==> src/rtl/wshb_pkg.sv <==
// Shared Wishbone definitions: cycle-type / burst-type codes and the pixel reader state encoding.
package wshb_pkg;

  localparam logic [2:0] CTI_CLASSIC = 3'b000;
  localparam logic [2:0] CTI_INCR    = 3'b010;
  localparam logic [2:0] CTI_EOB     = 3'b111;
  localparam logic [1:0] BTE_LINEAR  = 2'b00;

  // One-hot so each state is a single flop a checker can bind to.
  typedef enum logic [2:0] {
    RD_IDLE  = 3'b001,
    RD_BURST = 3'b010,
    RD_GAP   = 3'b100
  } rd_state_t;

endpackage

==> src/rtl/wshb_pixel_reader_if.sv <==
// Wishbone B4 bus bundle between the pixel reader (master) and the interconnect port (slave).
interface wshb_pixel_reader_if;

  // Handshake: a beat transfers on every cycle with wb_stb && wb_ack. While wb_stb is high and
  // wb_ack is low the master holds wb_adr/wb_cti stable; wb_ack with wb_stb low carries nothing.
  logic [31:0] wb_adr;
  logic [15:0] wb_dat_sm;
  logic        wb_cyc;
  logic        wb_stb;
  logic        wb_we;
  logic [1:0]  wb_sel;
  logic [2:0]  wb_cti;
  logic [1:0]  wb_bte;
  logic        wb_ack;

  modport master (
    output wb_adr, wb_cyc, wb_stb, wb_we, wb_sel, wb_cti, wb_bte,
    input  wb_dat_sm, wb_ack
  );

  modport slave (
    input  wb_adr, wb_cyc, wb_stb, wb_we, wb_sel, wb_cti, wb_bte,
    output wb_dat_sm, wb_ack
  );

endinterface

==> src/rtl/wshb_pixel_reader.sv <==
// Wishbone read initiator: streams the framebuffer in raster order as fixed-length incrementing
// bursts into the VGA pixel FIFO, releasing the bus for one cycle between bursts.
module wshb_pixel_reader
  import wshb_pkg::*;
#(
  parameter int          HDISP     = 800,
  parameter int          VDISP     = 480,
  parameter int          BURST_LEN = 16,
  parameter logic [31:0] BASE_ADR  = 32'h0
) (
  input  logic                       clk,
  input  logic                       rst_n,
  input  logic                       enable,
  wshb_pixel_reader_if.master        wb,
  output logic [15:0]                fifo_wdata,
  output logic                       fifo_write,
  input  logic                       fifo_afull,
  output logic                       frame_start,
  output rd_state_t                  dbg_state
);

  localparam int FRAME  = HDISP * VDISP;
  localparam int PIX_W  = $clog2(FRAME);
  localparam int BEAT_W = (BURST_LEN > 1) ? $clog2(BURST_LEN) : 1;

  localparam logic [PIX_W-1:0]  PIX_LAST  = PIX_W'(FRAME - 1);
  localparam logic [BEAT_W-1:0] BEAT_LAST = BEAT_W'(BURST_LEN - 1);
  localparam logic [2:0]        CTI_FIRST = (BURST_LEN == 1) ? CTI_EOB : CTI_INCR;

  if ((HDISP * VDISP) % BURST_LEN != 0) begin : g_cfg_check
    $error("wshb_pixel_reader: HDISP*VDISP must be a multiple of BURST_LEN");
  end

  rd_state_t          state_q, state_d;
  logic [PIX_W-1:0]   pix_cnt_q, pix_cnt_d;
  logic [BEAT_W-1:0]  beat_cnt_q, beat_cnt_d;
  logic [31:0]        adr_q, adr_d;
  logic               cyc_q, cyc_d;
  logic               stb_q, stb_d;
  logic [2:0]         cti_q, cti_d;
  logic               beat_ok;

  assign beat_ok = stb_q & wb.wb_ack & (state_q == RD_BURST);

  always_comb begin
    state_d    = state_q;
    pix_cnt_d  = pix_cnt_q;
    beat_cnt_d = beat_cnt_q;
    cyc_d      = cyc_q;
    stb_d      = stb_q;
    cti_d      = cti_q;

    case (state_q)
      RD_IDLE: begin
        if (enable && !fifo_afull) begin
          state_d = RD_BURST;
          cyc_d   = 1'b1;
          stb_d   = 1'b1;
          cti_d   = CTI_FIRST;
        end
      end
      RD_BURST: begin
        // Without an ack every register holds, which covers any number of slave wait states.
        if (beat_ok) begin
          pix_cnt_d = (pix_cnt_q == PIX_LAST) ? '0 : pix_cnt_q + PIX_W'(1);
          if (beat_cnt_q == BEAT_LAST) begin
            state_d    = RD_GAP;
            beat_cnt_d = '0;
            cyc_d      = 1'b0;
            stb_d      = 1'b0;
            cti_d      = CTI_CLASSIC;
          end else begin
            beat_cnt_d = beat_cnt_q + BEAT_W'(1);
            cti_d      = (beat_cnt_q + BEAT_W'(1) == BEAT_LAST) ? CTI_EOB : CTI_INCR;
          end
        end
      end
      RD_GAP: begin
        // Dropping enable rewinds to pixel 0 so the next enable starts a fresh frame.
        if (!enable) begin
          state_d   = RD_IDLE;
          pix_cnt_d = '0;
        end else if (!fifo_afull) begin
          state_d = RD_BURST;
          cyc_d   = 1'b1;
          stb_d   = 1'b1;
          cti_d   = CTI_FIRST;
        end else begin
          state_d = RD_IDLE;
        end
      end
      default: begin
        state_d = RD_IDLE;
        cyc_d   = 1'b0;
        stb_d   = 1'b0;
        cti_d   = CTI_CLASSIC;
      end
    endcase

    adr_d = BASE_ADR + (32'(pix_cnt_d) << 1);
  end

  always_ff @(posedge clk or negedge rst_n) begin
    if (!rst_n) begin
      state_q    <= RD_IDLE;
      pix_cnt_q  <= '0;
      beat_cnt_q <= '0;
      adr_q      <= BASE_ADR;
      cyc_q      <= 1'b0;
      stb_q      <= 1'b0;
      cti_q      <= CTI_CLASSIC;
    end else begin
      state_q    <= state_d;
      pix_cnt_q  <= pix_cnt_d;
      beat_cnt_q <= beat_cnt_d;
      adr_q      <= adr_d;
      cyc_q      <= cyc_d;
      stb_q      <= stb_d;
      cti_q      <= cti_d;
    end
  end

  assign wb.wb_adr = adr_q;
  assign wb.wb_cyc = cyc_q;
  assign wb.wb_stb = stb_q;
  assign wb.wb_cti = cti_q;
  assign wb.wb_we  = 1'b0;
  assign wb.wb_sel = 2'b11;
  assign wb.wb_bte = BTE_LINEAR;

  assign fifo_wdata  = wb.wb_dat_sm;
  assign fifo_write  = beat_ok;
  assign frame_start = beat_ok & (pix_cnt_q == '0);
  assign dbg_state   = state_q;

endmodule

==> src/flat_wrapper.sv <==
// flat-port wrapper written by rule: the top's interface ports become plain ports
module wshb_pixel_reader_flat import wshb_pkg::*;
#(
  parameter int          HDISP     = 800,
  parameter int          VDISP     = 480,
  parameter int          BURST_LEN = 16,
  parameter logic [31:0] BASE_ADR  = 32'h0
)
  (clk, rst_n, enable, fifo_wdata, fifo_write, fifo_afull, frame_start, dbg_state, wb_wb_adr, wb_wb_cyc, wb_wb_stb, wb_wb_we, wb_wb_sel, wb_wb_cti, wb_wb_bte, wb_wb_dat_sm, wb_wb_ack);
  wshb_pixel_reader_if wb_i ();
  input  logic clk;
  input  logic rst_n;
  input  logic enable;
  output logic [15:0] fifo_wdata;
  output logic fifo_write;
  input  logic fifo_afull;
  output logic frame_start;
  output rd_state_t dbg_state;
  output wire logic [$bits(wb_i.wb_adr)-1:0] wb_wb_adr;
  output wire logic [$bits(wb_i.wb_cyc)-1:0] wb_wb_cyc;
  output wire logic [$bits(wb_i.wb_stb)-1:0] wb_wb_stb;
  output wire logic [$bits(wb_i.wb_we)-1:0] wb_wb_we;
  output wire logic [$bits(wb_i.wb_sel)-1:0] wb_wb_sel;
  output wire logic [$bits(wb_i.wb_cti)-1:0] wb_wb_cti;
  output wire logic [$bits(wb_i.wb_bte)-1:0] wb_wb_bte;
  input wire logic [$bits(wb_i.wb_dat_sm)-1:0] wb_wb_dat_sm;
  input wire logic [$bits(wb_i.wb_ack)-1:0] wb_wb_ack;
  assign wb_wb_adr = wb_i.wb_adr;
  assign wb_wb_cyc = wb_i.wb_cyc;
  assign wb_wb_stb = wb_i.wb_stb;
  assign wb_wb_we = wb_i.wb_we;
  assign wb_wb_sel = wb_i.wb_sel;
  assign wb_wb_cti = wb_i.wb_cti;
  assign wb_wb_bte = wb_i.wb_bte;
  assign wb_i.wb_dat_sm = wb_wb_dat_sm;
  assign wb_i.wb_ack = wb_wb_ack;
  wshb_pixel_reader #(.HDISP(HDISP), .VDISP(VDISP), .BURST_LEN(BURST_LEN), .BASE_ADR(BASE_ADR)) u_core (.clk(clk), .rst_n(rst_n), .enable(enable), .wb(wb_i), .fifo_wdata(fifo_wdata), .fifo_write(fifo_write), .fifo_afull(fifo_afull), .frame_start(frame_start), .dbg_state(dbg_state));
endmodule
==> config.mk <==
export PLATFORM = sky130hd
export DESIGN_NAME = wshb_pixel_reader_flat
export DESIGN_NICKNAME = d
export VERILOG_FILES = /design/src/rtl/wshb_pkg.sv /design/src/rtl/wshb_pixel_reader_if.sv /design/src/rtl/wshb_pixel_reader.sv /design/src/flat_wrapper.sv
export SDC_FILE = /design/constraint.sdc
export NUM_CORES = 1
export LEC_CHECK = 0
export CORE_MARGIN = 2
export CORE_UTILIZATION = 39
export DETAILED_ROUTE_END_ITERATION = 7
export GPL_TIMING_DRIVEN = 1
export MAX_ROUTING_LAYER = met4
export PLACE_DENSITY = 0.84
export SLEW_MARGIN = 10
export SYNTH_ARGS = -nofsm -noshare
export SYNTH_HDL_FRONTEND = slang
export SYNTH_SLANG_ARGS = --single-unit
==> constraint.sdc <==
create_clock -name clk -period 1.76 [get_ports clk]
set_input_delay 0.528 -clock clk [delete_from_list [all_inputs] [get_ports clk]]
set_output_delay 0.528 -clock clk [all_outputs]
set_load 0.02 [all_outputs]
======== After elaboration in Yosys (flattened, before gate mapping) ========
Index checks and enable logic that the tools add are counted.
cells by class
  add/subtract/negate cells ............... 2
  $mul .................................... 0
  div/mod/pow operators ................... 0
  magnitude comparators ................... 0
  eq/ne operators ......................... 12
  shift-type cells ........................ 0
  mux-type cells .......................... 23
  bitwise gates (word level) .............. 3
  reduce and logical (&&, ||, !) cells .... 9
operators by type and width
  operator                                               count
  two-way mux 19 bit                                     3
  case mux 19 bit (2 select lines)                       1
  two-way mux 3 bit                                      9
  adder 19 x 1 -> 19 bit, second input constant          1
  == test 19 bit, second input constant                  1
  logical NOT 19 bit                                     1
  case mux 3 bit (3 select lines)                        2
  == test 4 bit, second input constant                   2
  inequality test 2 bit, second input constant           4
  AND reduction 3 bit                                    2
  two-way mux 1 bit                                      5
  AND reduction 5 bit                                    1
  adder 4 x 1 -> 4 bit, second input constant            1
  two-way mux 4 bit                                      1
  inequality test 2 x 1 -> 1 bit, second input constant  2
  AND reduction 4 bit                                    1
  AND 1 bit                                              3
  == test 3 x 1 -> 1 bit, second input constant          1
  == test 3 x 2 -> 1 bit, second input constant          1
  == test 3 bit, second input constant                   1
  case mux 1 bit (3 select lines)                        1
  two-way mux 2 bit                                      1
  AND reduction 2 bit                                    1
  nonzero test 2 bit                                     1
  2 further kinds                                        2
word-level totals
  bits in registers ....................... 30
  latch bits .............................. 0
  bits in writable memories ............... 0
  memory bits (read-only) ................. 0
  input bits .............................. 21
  output and inout port bits .............. 63
  word-level logic and storage cells ...... 54
  memories kept ........................... 0

======== Longest topological paths before layout ========
  word-level depth ........................ 6
  depth in mapped cells ................... 7
  mapped depth without buffers ............ 6

======== Worst setup path before layout ========
No wires, ideal clock.
  path type ............................... register to output
  start ................................... reg u_core.state_q[1] (netlist: u_core.dbg_state[1])
  end ..................................... out frame_start
  data arrival time ....................... 1.532 ns
  data required time ...................... 1.232 ns
  setup slack ............................. -0.300 ns
  cell stages (with the launch flop) ...... 4
  path buffers ............................ 0
  cell sequence ........................... dfrtp_1 -> nor3b_4 -> nand3_4 -> nor3_1
between the ends
  word-level cells in the longest chain between the ends .. 3
RTL lines
  item                    line                      text
  from (decl)             wshb_pixel_reader.sv:34   rd_state_t state_q, state_d;
  from (signal assigned)  wshb_pixel_reader.sv:113  state_q <= state_d;
  == test 3 x 2 -> 1 bit  wshb_pixel_reader.sv:43   assign beat_ok = stb_q & wb.wb_ack & (state_q == RD_BURST);
  AND 1 bit               wshb_pixel_reader.sv:43
  AND 1 bit               wshb_pixel_reader.sv:133  assign frame_start = beat_ok & (pix_cnt_q == '0);
  to (decl)               flat_wrapper.sv:17        output logic frame_start;
Every way passes these cells.

==> key figures <==
Critical path
  – CP Capture Type: output pin
  – RR Startpoint: u_core.wb.wb_adr[9]$_DFFE_PN0P_
  – WS Path Type: reg2out
  – Worst R2R End: u_core.wb.wb_adr[17]$_DFFE_PN0P_
  – R2r setup slk: -90 ps
  – Arr. time, crit path: 1490 ps
  – Max FO, Critical Path: 2
  – Req. time, crit path: 1230 ps
  – Slowest stage delay, CP: 390 ps
  – CP Launch Type: flip-flop
  – Length in cells of the worst reg-to-reg path: 8
  – Crit path max-delay cell type: dfrtp_1
  – Cells along the critical path: nor4_2 > nand2_1 > nor3_4 > buf_6

STA
  – Min setup slack post-route: -255 ps
  – Hold_ws: 518 ps
  – Tcrit/Tclk final: 115%
  – Slew Viols, Final: 0
  – Setup Skew: 7.43 ps
  – Final Hold Fails: 0
  – Unrepaired setup endpoints after global routing: yes
  – Fmax: 496 MHz
  – Slew @ Worst Pin: 505 ps
  – Setup Viol. Count Final: 6
  – Slew HR: 66.2%
  – Post-layout min period: 2020 ps

Floorplan
  – FP Rows: 25
  – DIE AREA: 0.00562 sq mm
  – Core Box Area: 0.00479 sq mm
  – Io pins: 84
  – Chip width: 75.0 um
  – Initial Utilization: 41.0%
  – Chip Height: 75.0 um

Pwr
  – LEAKAGE: 0.00144 uW
  – P per Cell Area: 709 mW/mm^2
  – Logic pwr share: 31.2%
  – Total power: 2060 uW
  – Clock share of power: 30.4%
  – Worst VDD drop: 0.000434 V
  – Register share of total power: 38.4%
  – Internal Power: 1380 uW
  – Sw Share: 33.1%
  – P_sw: 683 uW

Logic synthesis
  – Synth Cell Area: 0.00196 sq mm
  – Xor/xnor share of the synthesized area: 2.23%
  – Largest family of logic cells by synthesized area: simple AND/OR/NAND/NOR gates
  – Ys Warns: 0
  – Seq/Total Area, Yosys: 37.0%
  – Adder-Cell Fraction of Synth Area: 2.55%
  – Syn Area/Cell: 8.88 sq um
  – Gate Count Post-Synth: 221
  – Top_reg_cell synth: dfrtp_1
  – Post-synth EDFFs: 0
  – Area leader, netlist: dfrtp_1
  – Synth top area share: 35.7%
  – Synth Area in Compound Gates: 16.8%
  – Async set-or-reset flop fraction in the synthesized netlist: 100%
  – Synthesis-stage register bit count: 29
  – Synth area leaders: dfrtp_1 36%, buf_4 15%, a31oi_1 4.8%
  – Simple logic cell fraction of the synthesized area: 22.8%
  – Post-synthesis mux area share: 0.574%
  – Post-synth cell types: 41

Layout
  – Most frequent cells in the layout: 47 x buf_4, 22 x dlygate4sd2_1, 21 x dfrtp_1, 18 x conb_1, 17 x nand2_1
  – Antenna cells: 0
  – Share of layout cells above drive strength 1: 39.1%
  – Area grow syn2layout: 48.3%
  – Nets: 321
  – Finished Cell Area: 0.00291 sq mm
  – Most common cell after layout, fill and taps aside: buf_4

Min path
  – Hold Crit Class: reg2reg
  – Hold Path Sink: u_core.wb.wb_cti[1]$_DFFE_PN0P_
  – Hold Crit Depth: 1
  – Worst hold start: u_core.wb.wb_cti[1]$_DFFE_PN0P_

Clock network
  – Clk root buf: clkbuf_8
  – Clk buf depth: 2
  – Hold Buf Count CTS: 0
  – Worst-path clk slew: 70 ps
  – TritonCTS clock tree: yes
  – Worst skew pair latency: 290 ps
  – CTS buffer count: 5
  – H-tree depth: 2
  – Sink Count: 29

Global route
  – Initial antenna violation count: 0
  – First-pass GRT wire length: 8250 um
  – Number of global-route vias before repair: 1,777
  – Largest net degree at the start of global routing: 30
  – Tot GR Track Use: 20.3%
  – Grt total ovfl: 0

Placement
  – RePlAce Congestion: 0.948
  – Post-DP Area: 0.00251 sq mm
  – DPL Wire Length: 3660 um
  – Port Buffers: 33
  – Pre-CTS WS: -815 ps

Status
  – Failing checks: setup timing
  – Status: finished, violations left

Drt
  – Via count: 1,913
  – WL met1: 2210 um
  – DR WL/cell: 15.5 um
  – Iter 0 DRT Violations: 108
  – Post-route ant nets: 0
  – Post-route DRC: 0
  – Max Used Layer: met4
  – Vias/cell: 5.26
  – DR WL met3: 401 um
  – Total Wirelength: 5650 um
  – Detailed-router iteration count before antenna repair: 4
  – DR WL met2: 2950 um

Job
  – Max Cap Violations: 0
logic make-up after synthesis:
group	Yosys count
fa+ha+maj	4
simple gates	79
flops	29
other cells	2
xor+xnor	5
buf+inv	50
mux	1
compound gates	51
power by group through the flow:
| stage | clock (uW) | sequential, uW | combinational, uW |
|---|---|---|---|
| 2_1_floorplan | 0 | 886 | 309 |
| 3_3_place_gp | 0 | 794 | 555 |
| 3_5_place_dp | 0 | 798 | 571 |
| 4_1_cts | 637 | 790 | 635 |
| 5_1_grt | 668 | 798 | 694 |
| 6_report | 628 | 793 | 644 |
cell type report:
cell class,count,area [sq um]
Clock buffer,7,96.3
Clock inverter,1,5.00
Fill cell,405,1870
Inverter,5,18.8
Multi-Input combinational cell,158,1110
Sequential cell,29,736
Tap cell,67,83.8
Timing Repair Buffer,97,865
critical path, delay by kind of cell, from the launching register on:
kind	cells	cell delay, ps
buffers and inverters	1	140
DFF	1	390
and+or+nand+nor	3	670
synthesized netlist by cell type (3+ instances only):
cell	number
nand2_1	21
a21oi_1	11
a21oi_2	3
nor4_1	3
a41oi_1	4
buf_2	3
dfrtp_1	28
inv_1	5
nor2_1	13
o21ai_0	9
a31oi_1	15
and3_1	6
nand2b_1	4
buf_4	39
nor3_1	5
nand3_1	11
ha_1	4
nand4_1	3
and4_1	4
xnor2_1	3
how the worst max path moves through the flow:
stage | start | to
3_5_place_dp | wb_wb_ack | frame_start
6_report | u_core.wb.wb_adr[17]$_DFFE_PN0P_ | frame_start
4_1_cts | u_core.wb.wb_adr[3]$_DFFE_PN0P_ | frame_start
3_3_place_gp | wb_wb_ack | frame_start
2_1_floorplan | u_core.wb.wb_adr[1]$_DFFE_PN0P_ | u_core.wb.wb_adr[17]$_DFFE_PN0P_
5_1_grt | u_core.wb.wb_adr[17]$_DFFE_PN0P_ | frame_start
registers in the layout (all words and copies together), names as in the netlist:
register           flops
u_core.wb.wb_cti       2
u_core.wb.wb_cyc       1
u_core.dbg_state       3
u_core.wb.wb_adr      19
u_core.beat_cnt_q      4
per-layer routing:
layer | up-vias | global-route usage, %
li1 | 895 | -
met1 | 923 | 23.0
met2 | 84 | 33.5
met3 | 11 | 5.62
met4 | 0 | 8.93
met5 | - | -
metrics by stage:
step | std cells | util, % | setup TNS, ps
floorplan | 237 | - | 0
global placement | 338 | 52.5 | -8100
detailed placement | 338 | 52.5 | -8440
CTS | 351 | 56.3 | -517
global route | 364 | 60.8 | -1480
finish | 364 | 60.8 | -649
what timing repair did:
item | CTS | global route
setup buffers | 7 | 11
hold endpoints to repair | 0 | 0
setup endpoints to repair | 47 | 17
resized for setup | 61 | 37
gates cloned | 0 | 2
pin swaps | 11 | 17
No activity file was read; power rests on OpenSTA's default activity.
